--- src/rtl/rx_cmd_pkg.sv ---
// Shared constants and types for the I2C receive command parser.
// Command codes, FSM state encoding and header geometry.
package rx_cmd_pkg;

  localparam int unsigned BYTE_W       = 8;
  localparam int unsigned WORD_W       = 32;
  localparam int unsigned LANE_W       = 2;
  localparam int unsigned HEADER_BYTES = 80;
  localparam int unsigned CNT_W        = 7;
  localparam int unsigned HEADER_WORDS = HEADER_BYTES / 4;
  localparam int unsigned WADDR_W      = 5;

  localparam logic [BYTE_W-1:0] CMD_LOAD_HEADER = 8'h01;
  localparam logic [BYTE_W-1:0] CMD_START       = 8'h02;
  localparam logic [BYTE_W-1:0] CMD_STATUS      = 8'h03;
  localparam logic [BYTE_W-1:0] CMD_SOFT_RESET  = 8'h04;

  typedef enum logic [1:0] {
    IDLE    = 2'd0,
    CMD     = 2'd1,
    PAYLOAD = 2'd2,
    DISCARD = 2'd3
  } state_e;

endpackage

--- src/rtl/rx_word_packer.sv ---
// Packs a byte stream big-endian into 32-bit words and emits one
// registered write strobe per completed word with an incrementing address.
module rx_word_packer
  import rx_cmd_pkg::*;
(
  input  logic               clk,
  input  logic               n_rst,
  input  logic               clear_i,
  input  logic               byte_valid_i,
  input  logic [BYTE_W-1:0]  byte_i,
  output logic [WORD_W-1:0]  word_o,
  output logic [WADDR_W-1:0] word_addr_o,
  output logic               word_we_o
);

  logic [WORD_W-1:0]  shift_q, shift_d;
  logic [LANE_W-1:0]  lane_q, lane_d;
  logic [WADDR_W-1:0] idx_q, idx_d;
  logic [WADDR_W-1:0] addr_q, addr_d;
  logic               we_q, we_d;

  // Lane 3 completes a word; the shift register then holds it for the write cycle.
  always_comb begin
    shift_d = shift_q;
    lane_d  = lane_q;
    idx_d   = idx_q;
    addr_d  = addr_q;
    we_d    = 1'b0;
    if (clear_i) begin
      shift_d = '0;
      lane_d  = '0;
      idx_d   = '0;
    end else if (byte_valid_i) begin
      shift_d = {shift_q[WORD_W-BYTE_W-1:0], byte_i};
      lane_d  = lane_q + LANE_W'(1);
      if (lane_q == LANE_W'(3)) begin
        we_d   = 1'b1;
        addr_d = idx_q;
        idx_d  = idx_q + WADDR_W'(1);
      end
    end
  end

  always_ff @(posedge clk or negedge n_rst) begin
    if (!n_rst) begin
      shift_q <= '0;
      lane_q  <= '0;
      idx_q   <= '0;
      addr_q  <= '0;
      we_q    <= 1'b0;
    end else begin
      shift_q <= shift_d;
      lane_q  <= lane_d;
      idx_q   <= idx_d;
      addr_q  <= addr_d;
      we_q    <= we_d;
    end
  end

  assign word_o      = shift_q;
  assign word_addr_o = addr_q;
  assign word_we_o   = we_q;

endmodule

--- src/rtl/rx_cmd_parser.sv ---
// Frames I2C receive bytes into host commands: header load into the word
// buffer, start/status/soft-reset pulses and frame error reporting.
module rx_cmd_parser
  import rx_cmd_pkg::*;
(
  input  logic               clk,
  input  logic               n_rst,
  input  logic               rx_valid,
  input  logic [BYTE_W-1:0]  rx_byte,
  input  logic               frame_start,
  input  logic               frame_stop,
  input  logic               core_ready,
  output logic [WORD_W-1:0]  word_out,
  output logic [WADDR_W-1:0] word_addr,
  output logic               word_we,
  output logic               start_hash,
  output logic               status_req,
  output logic               soft_rst,
  output logic               header_loaded,
  output logic               frame_error
);

  state_e           state_q, state_d;
  logic [CNT_W-1:0] cnt_q, cnt_d;
  logic             header_loaded_q, header_loaded_d;
  logic             start_hash_q, start_hash_d;
  logic             status_req_q, status_req_d;
  logic             soft_rst_q, soft_rst_d;
  logic             frame_error_q, frame_error_d;
  logic             pack_valid_c;

  // Next state: frame_start wins outright; otherwise the byte is handled
  // first and frame_stop is judged on the post-byte count.
  always_comb begin
    state_d         = state_q;
    cnt_d           = cnt_q;
    header_loaded_d = header_loaded_q;
    start_hash_d    = 1'b0;
    status_req_d    = 1'b0;
    soft_rst_d      = 1'b0;
    frame_error_d   = 1'b0;
    pack_valid_c    = 1'b0;

    if (frame_start) begin
      state_d = CMD;
      cnt_d   = '0;
    end else begin
      unique case (state_q)
        IDLE: ;
        CMD: begin
          if (rx_valid) begin
            state_d = DISCARD;
            case (rx_byte)
              CMD_LOAD_HEADER: begin
                header_loaded_d = 1'b0;
                state_d         = PAYLOAD;
              end
              CMD_START: begin
                if (header_loaded_q && core_ready) start_hash_d = 1'b1;
                else                               frame_error_d = 1'b1;
              end
              CMD_STATUS:     status_req_d = 1'b1;
              CMD_SOFT_RESET: begin
                soft_rst_d      = 1'b1;
                header_loaded_d = 1'b0;
              end
              default:        frame_error_d = 1'b1;
            endcase
          end
        end
        PAYLOAD: begin
          if (rx_valid) begin
            pack_valid_c = 1'b1;
            cnt_d        = cnt_q + CNT_W'(1);
            if (cnt_d == CNT_W'(HEADER_BYTES)) begin
              header_loaded_d = 1'b1;
              state_d         = DISCARD;
            end
          end
        end
        DISCARD: begin
          if (rx_valid) frame_error_d = 1'b1;
        end
        default: state_d = IDLE;
      endcase

      if (frame_stop) begin
        if (state_q == PAYLOAD && cnt_d < CNT_W'(HEADER_BYTES)) frame_error_d = 1'b1;
        state_d = IDLE;
      end
    end
  end

  always_ff @(posedge clk or negedge n_rst) begin
    if (!n_rst) begin
      state_q         <= IDLE;
      cnt_q           <= '0;
      header_loaded_q <= 1'b0;
      start_hash_q    <= 1'b0;
      status_req_q    <= 1'b0;
      soft_rst_q      <= 1'b0;
      frame_error_q   <= 1'b0;
    end else begin
      state_q         <= state_d;
      cnt_q           <= cnt_d;
      header_loaded_q <= header_loaded_d;
      start_hash_q    <= start_hash_d;
      status_req_q    <= status_req_d;
      soft_rst_q      <= soft_rst_d;
      frame_error_q   <= frame_error_d;
    end
  end

  rx_word_packer u_packer (
    .clk          (clk),
    .n_rst        (n_rst),
    .clear_i      (frame_start),
    .byte_valid_i (pack_valid_c),
    .byte_i       (rx_byte),
    .word_o       (word_out),
    .word_addr_o  (word_addr),
    .word_we_o    (word_we)
  );

  assign start_hash    = start_hash_q;
  assign status_req    = status_req_q;
  assign soft_rst      = soft_rst_q;
  assign header_loaded = header_loaded_q;
  assign frame_error   = frame_error_q;

endmodule

--- config.mk ---
export PLATFORM = sky130hd
export DESIGN_NAME = rx_cmd_parser
export DESIGN_NICKNAME = d
export VERILOG_FILES = /design/src/rtl/rx_cmd_pkg.sv /design/src/rtl/rx_word_packer.sv /design/src/rtl/rx_cmd_parser.sv
export SDC_FILE = /design/constraint.sdc
export NUM_CORES = 1
export LEC_CHECK = 0
export BUFFER_PORTS_ARGS = -buffer_cell sky130_fd_sc_hd__buf_4
export CORE_MARGIN = 2
export CORE_UTILIZATION = 45
export DETAILED_ROUTE_END_ITERATION = 10
export GPL_TIMING_DRIVEN = 0
export PLACE_DENSITY = 0.68
export SETUP_SLACK_MARGIN = 0.05
export SLEW_MARGIN = 0
export SYNTH_ARGS = -nofsm -noshare
export SYNTH_HDL_FRONTEND = slang
export SYNTH_SLANG_ARGS = --single-unit
--- constraint.sdc ---
create_clock -name clk -period 4.4 [get_ports clk]
set_clock_uncertainty 0.05 [all_clocks]
set_input_delay 0.22 -clock clk [delete_from_list [all_inputs] [get_ports clk]]
set_output_delay 0.22 -clock clk [all_outputs]
set_load 0.01 [all_outputs]
## Yosys cells after proc, flatten, opt, wreduce, memory -nomap -nowiden

Index checks and enable logic that the tools add are counted.

- Register bits: 59
- Bits of input ports: 14
- Output and inout port bits: 43
- Logic and storage cells: 94

- $add $sub $neg: 3
- $lt $le $gt $ge: 1
- Eq/ne operators: 16
- Muxes and demuxes: 49
- Bitwise logic cells: 1
- Reductions and logical operators: 12

Operators with widths:

| cell | count |
|---|---|
| 32-bit 2-to-1 mux | 2 |
| 1-bit 2-to-1 mux | 29 |
| 7-bit 2-to-1 mux | 4 |
| 8-bit by 2-bit == test with 1-bit output, second input constant | 2 |
| 5-bit 2-to-1 mux | 3 |
| 2-bit 2-to-1 mux | 7 |
| 4-bit inequality test, second input constant | 3 |
| 8-bit by 1-bit == test with 1-bit output, second input constant | 1 |
| 8-bit by 3-bit == test with 1-bit output, second input constant | 1 |
| 2-bit inequality test, second input constant | 4 |
| 7-bit by 1-bit adder with 7-bit output, second input constant | 1 |
| 7-bit == test, second input constant | 1 |
| 7-bit less-than comparator, second input constant | 1 |
| 2-bit == test, second input constant | 3 |
| 1-bit case mux with 2 select lines | 3 |
| 6-bit AND reduction | 1 |
| 2-bit nonzero test | 3 |
| 5-bit by 1-bit adder with 5-bit output, second input constant | 1 |
| 2-bit case mux with 2 select lines | 1 |
| 4-bit AND reduction | 1 |
| 4-bit nonzero test | 1 |
| 3-bit AND reduction | 1 |
| 3-bit OR reduction | 1 |
| 2-bit by 1-bit adder with 2-bit output, second input constant | 1 |
| other kinds (5) | 6 |

## Logic depth before layout (Yosys ltp)

- Depth after elaboration: 9
- Gate-level depth with buffers: 9
- Depth with buffers taken out: 6

## Modules after synthesis

A second synthesis with hierarchy kept.

- Cell total of the unflattened synthesis: 241
- Area total of the unflattened synthesis: 2685.1 um2

Modules (own cells, without submodules):

| module | instances | cells an instance | area each (um2) |
|---|---|---|---|
| rx_word_packer | 1 | 146 | 1823.0 |
| rx_cmd_parser | 1 | 95 | 862.1 |

## Worst setup path after synthesis

OpenSTA, ideal clock, no wires.

- Path kind: reg-to-reg
- Start: register state_q[0]
- End: register state_q[0]
- Library setup time: 128 ps
- Data arrival time: 1451 ps
- Required time: 4222 ps
- Setup slack: 2771 ps
- Cell stages (with the launch flop): 6
- Path buffers: 0
- Period minus slack after synthesis: 1629 ps
- Cell sequence: dfrtp_1 inv_1 ha_1 or3b_1 a2111oi_2 o31ai_1

- Word-level cells in the longest chain between the ends: 4
- Elaborated cells between the ends (all ways): 10

RTL lines:

| item | line | RTL |
|---|---|---|
| start, declared | rx_cmd_parser.sv:23 | `state_e state_q, state_d;` |
| start signal, assigned | rx_cmd_parser.sv:104 | `state_q <= state_d;` |
| 2-bit == test / 2-bit by 1-bit == test with 1-bit output (equally long branches) | rx_cmd_parser.sv:48 | `unique case (state_q)` |
| 2-bit case mux with 2 select lines | rx_cmd_parser.sv:48 |  |
| 2-bit 2-to-1 mux | rx_cmd_parser.sv:87 | `if (frame_stop) begin` |
| 2-bit 2-to-1 mux | rx_cmd_parser.sv:44 | `if (frame_start) begin` |

Several ways; a longest one is shown, not always the timed one.
A chain may end at the register's enable or synchronous reset.

## Final worst setup path

- Start: register state_q[0]
- End: register cnt_q[1]

- Word-level cells in the longest chain between the ends: 4

RTL lines:

| item | line | RTL |
|---|---|---|
| 2-bit == test | rx_cmd_parser.sv:48 |  |
| 7-bit 2-to-1 mux | rx_cmd_parser.sv:48 |  |
| 7-bit 2-to-1 mux (2 in series) | rx_cmd_parser.sv:44 |  |
| end signal, assigned | rx_cmd_parser.sv:105 | `cnt_q <= cnt_d;` |
| end, declared | rx_cmd_parser.sv:24 | `logic [CNT_W-1:0] cnt_q, cnt_d;` |

No other way between the ends. The select of a mux whose other input is x is not followed.

==> results.md <==
* Status: completed
* Syn_area_per_cell at 12.6 um^2
* Vias in the first global route at 1,927
* Core Region at 0.00557 mm^2
* Sw frac at 21.5%
* Critical-path top delay cell: dfrtp_1
* Yosys warnings at 0
* Hold EP: state_q[1]$_DFFE_PN0P_
* Final setup viols at 0
* Initial antenna violation count at 0
* Layout net count at 295
* Post-route DRC at 0
* Commonest non-fill, non-tap cell in the layout: dfrtp_1
* Clock tree root buffer cell: clkbuf_8
* Internal at 0.937 mW
* Reg2reg path depth at 8
* CTS max path bufs at 2
* Final number of hold-violating endpoints at 0
* Setup repair after global routing missed its margin: no
* H-tree Lvls at 3
* Total CTS buffers at 9
* WP data required at 4.62 ns
* Dpl ws at 2.58 ns
* Die width at 80.2 um
* Setup CP Type: register to register
* Remaining global-route overflow at 0
* Die Area at 0.00643 mm^2
* Crit start category: register
* Number of synthesized flops with an enable pin at 0
* Max-cap violations at 0
* Sink Count at 59
* Antenna Nets Post-Route at 0
* Worst Path Arrival at 2.05 ns
* Post-layout min period at 1.83 ns
* Post-route cell area at 0.00337 mm^2
* Setup ws final at 2.57 ns
* Syn Nets at 228
* CP top delay family: buffers and inverters
* Final Max Tran Viols at 0
* Worst reg2reg path endpoint: cnt_q[1]$_DFFE_PN0P_
* Post-CTS sizing at 0
* Flops & latches, synth at 59
* Worst VDD drop at 0.000187 V
* Setup_tns at 0 ns
* Max-Slew Margin vs Limit at 51.8%
* Register area share after synthesis at 56.5%
* Ys flop type: dfrtp_1
* Starting DRT DRC Count at 97
* I/O pin count at 57
* # diodes at 0
* Die height at 80.2 um
* Worst r2r src: state_q[0]$_DFFE_PN0P_
* Vias per cell at 5.51
* Buf/Inv on CP at 4
* Max incr delay on CP at 0.40 ns
* Critical path cell sequence: inv_1 -> ha_1 -> buf_4 -> and2_4 -> buf_6 -> nor2_4 -> buf_2 -> a22o_1
* Insertion delay of the later-clocked pin in the worst-skew pair at 0.33 ns
* Clock-pin slew on the worst setup and hold paths at 0.06 ns
* Seq pwr share at 46.0%
* Crit end category: register
* Final Power at 1.19 mW
* CTS tree: yes
* Routed wire length per instance at 15.9 um
* Site row count at 27
* Port Buf Inserts at 54
* Cell Area, Placed at 0.00311 mm^2
* Global-route wire length before repair at 9580 um
* All-Layer GR Usage at 19.7%
* Power Dens Cells at 354 mW/mm^2
* Ys async rst share at 100%
* Synth unique cells at 47
* Detailed-route via count at 1,940
* Hold Path Depth at 2
* Gp weighted congestion at 0.864
* Share of layout cells above drive strength 1 at 34.3%
* Clock share of power at 48.4%
* Largest net degree at the start of global routing at 60
* Hold Startpoint: frame_start
* Net Switching at 0.256 mW
* Post-DP HPWL at 3850 um
* Hold crit path type: primary input to register
* Worst-path fanout max at 10
* Synth-to-layout area growth at 28.8%
* Cells after Synth at 208
* Final worst-path cycle share at 41.6%
* Static leakage at 1.74 nW
* Register-to-Register Setup Slack at 2.57 ns
* DRT Pass-1 Iters at 4
* Cell Area, Synth at 0.00261 mm^2
* Most frequent cells in the layout: 59 x dfrtp_1, 56 x buf_4, 34 x a22o_1, 13 x nor2_1, 12 x clkbuf_8
* Worst slew pin tran at 0.724 ns
* Max Clk Rate at 0.547 GHz
* Comb power frac at 5.6%
* Initial core utilization at 46.9%
* Final wirelength at 5600 um
## synthesized netlist by cell type (2+ instances only)
cell       n  area (um^2)
a211oi_1   3         22.5
a22o_1    34          298
and3_1     4         25.0
buf_2      7         35.0
buf_4      2         15.0
buf_6      3         33.8
dfrtp_1   59         1480
ha_1       6         75.1
inv_1      6         22.5
mux2_4     5         75.1
nand2_1   11         41.3
nand4_1    6         37.5
nand4b_1   2         17.5
nor2_1    13         48.8
nor2b_1    2         12.5
nor3_1     2         10.0
o21ai_0    6         30.0
xor2_1     8         70.1
## power by group through the flow
stage	registers [mW]	logic, mW	clock network (mW)
after floorplan	0.559	0.0320	0
after detailed placement	0.559	0.0662	0
final	0.549	0.0666	0.578
after CTS	0.548	0.0681	0.592
after global placement	0.559	0.0656	0
after global routing	0.549	0.0751	0.620
## cell type report
type                       count  area (um^2)
clock buffer                  13          169
timing repair buffer          56          425
sequential                    59         1480
fill                         513         2210
tap                           72         90.1
clock inverter                 3         68.8
buffer                        13         87.6
inverter                       6         22.5
multi-input combinational    130         1030
## routing by layer
layer  vias up  part of all wire [%]  GRT usage (%)
met5         -                     0              0
met4         0                   1.8           7.12
met3        11                   5.4           7.19
met2        51                    45           28.7
met1       977                    47           27.1
li1        901                     -              -
## cell families (layout without fill, tap and decap cells)
kind of cell | Yosys count | after routing | share of synthesized area [%]
buffers and inverters | 19 | 91 | 4.21
flip-flops | 59 | 59 | 56.5
XOR/XNOR | 9 | 9 | 3.02
AND/OR/NAND/NOR | 53 | 53 | 12.4
AO/OA/AOI/OAI | 56 | 56 | 17.8
adder cells (fa/ha/maj) | 6 | 6 | 2.87
multiplexers | 6 | 6 | 3.26
## sequential cells by signal, summed over array words and instances (netlist names), 2 cells and up
register / count
cnt_q: 7
u_packer.word_o: 32
u_packer.idx_q: 5
u_packer.word_addr_o: 5
state_q: 2
u_packer.lane_q: 2
## stage by stage
| stage | utilization (%) | cells | hold slack (ns) |
|---|---|---|---|
| after floorplan | - | 208 | -0.126 |
| after global placement | 55.8 | 334 | 0.285 |
| after detailed placement | 55.8 | 334 | 0.279 |
| after CTS | 60.4 | 352 | 0.0322 |
| after global routing | 60.4 | 352 | 0.0440 |
| final | 60.4 | 352 | 0.0462 |
## worst max-delay path by stage
stage	startpoint	endpoint	slack [ns]	cells past startpoint
2_1_floorplan	state_q[0]$_DFFE_PN0P_	state_q[0]$_DFFE_PN0P_	2.77	5
3_3_place_gp	state_q[0]$_DFFE_PN0P_	u_packer.word_o[27]$_DFFE_PN0P_	2.63	8
3_5_place_dp	state_q[0]$_DFFE_PN0P_	u_packer.word_o[27]$_DFFE_PN0P_	2.58	8
4_1_cts	state_q[0]$_DFFE_PN0P_	u_packer.word_o[23]$_DFFE_PN0P_	2.55	8
5_1_grt	state_q[0]$_DFFE_PN0P_	u_packer.lane_q[0]$_DFFE_PN0P_	2.44	9
6_report	state_q[0]$_DFFE_PN0P_	cnt_q[1]$_DFFE_PN0P_	2.57	8
## timing repair
action,CTS,global route
hold buffers,2,0
setup buffers,0,0
hold endpoints to repair,60,0
## worst reg2reg max path, stage by stage, from the launching register on
cell     delay (ns)
dfrtp_1        0.40
inv_1          0.06
ha_1           0.19
buf_4          0.16
and2_4         0.14
buf_6          0.12
nor2_4         0.19
buf_2          0.28
a22o_1         0.17
Power figures use the tool's default switching activity.
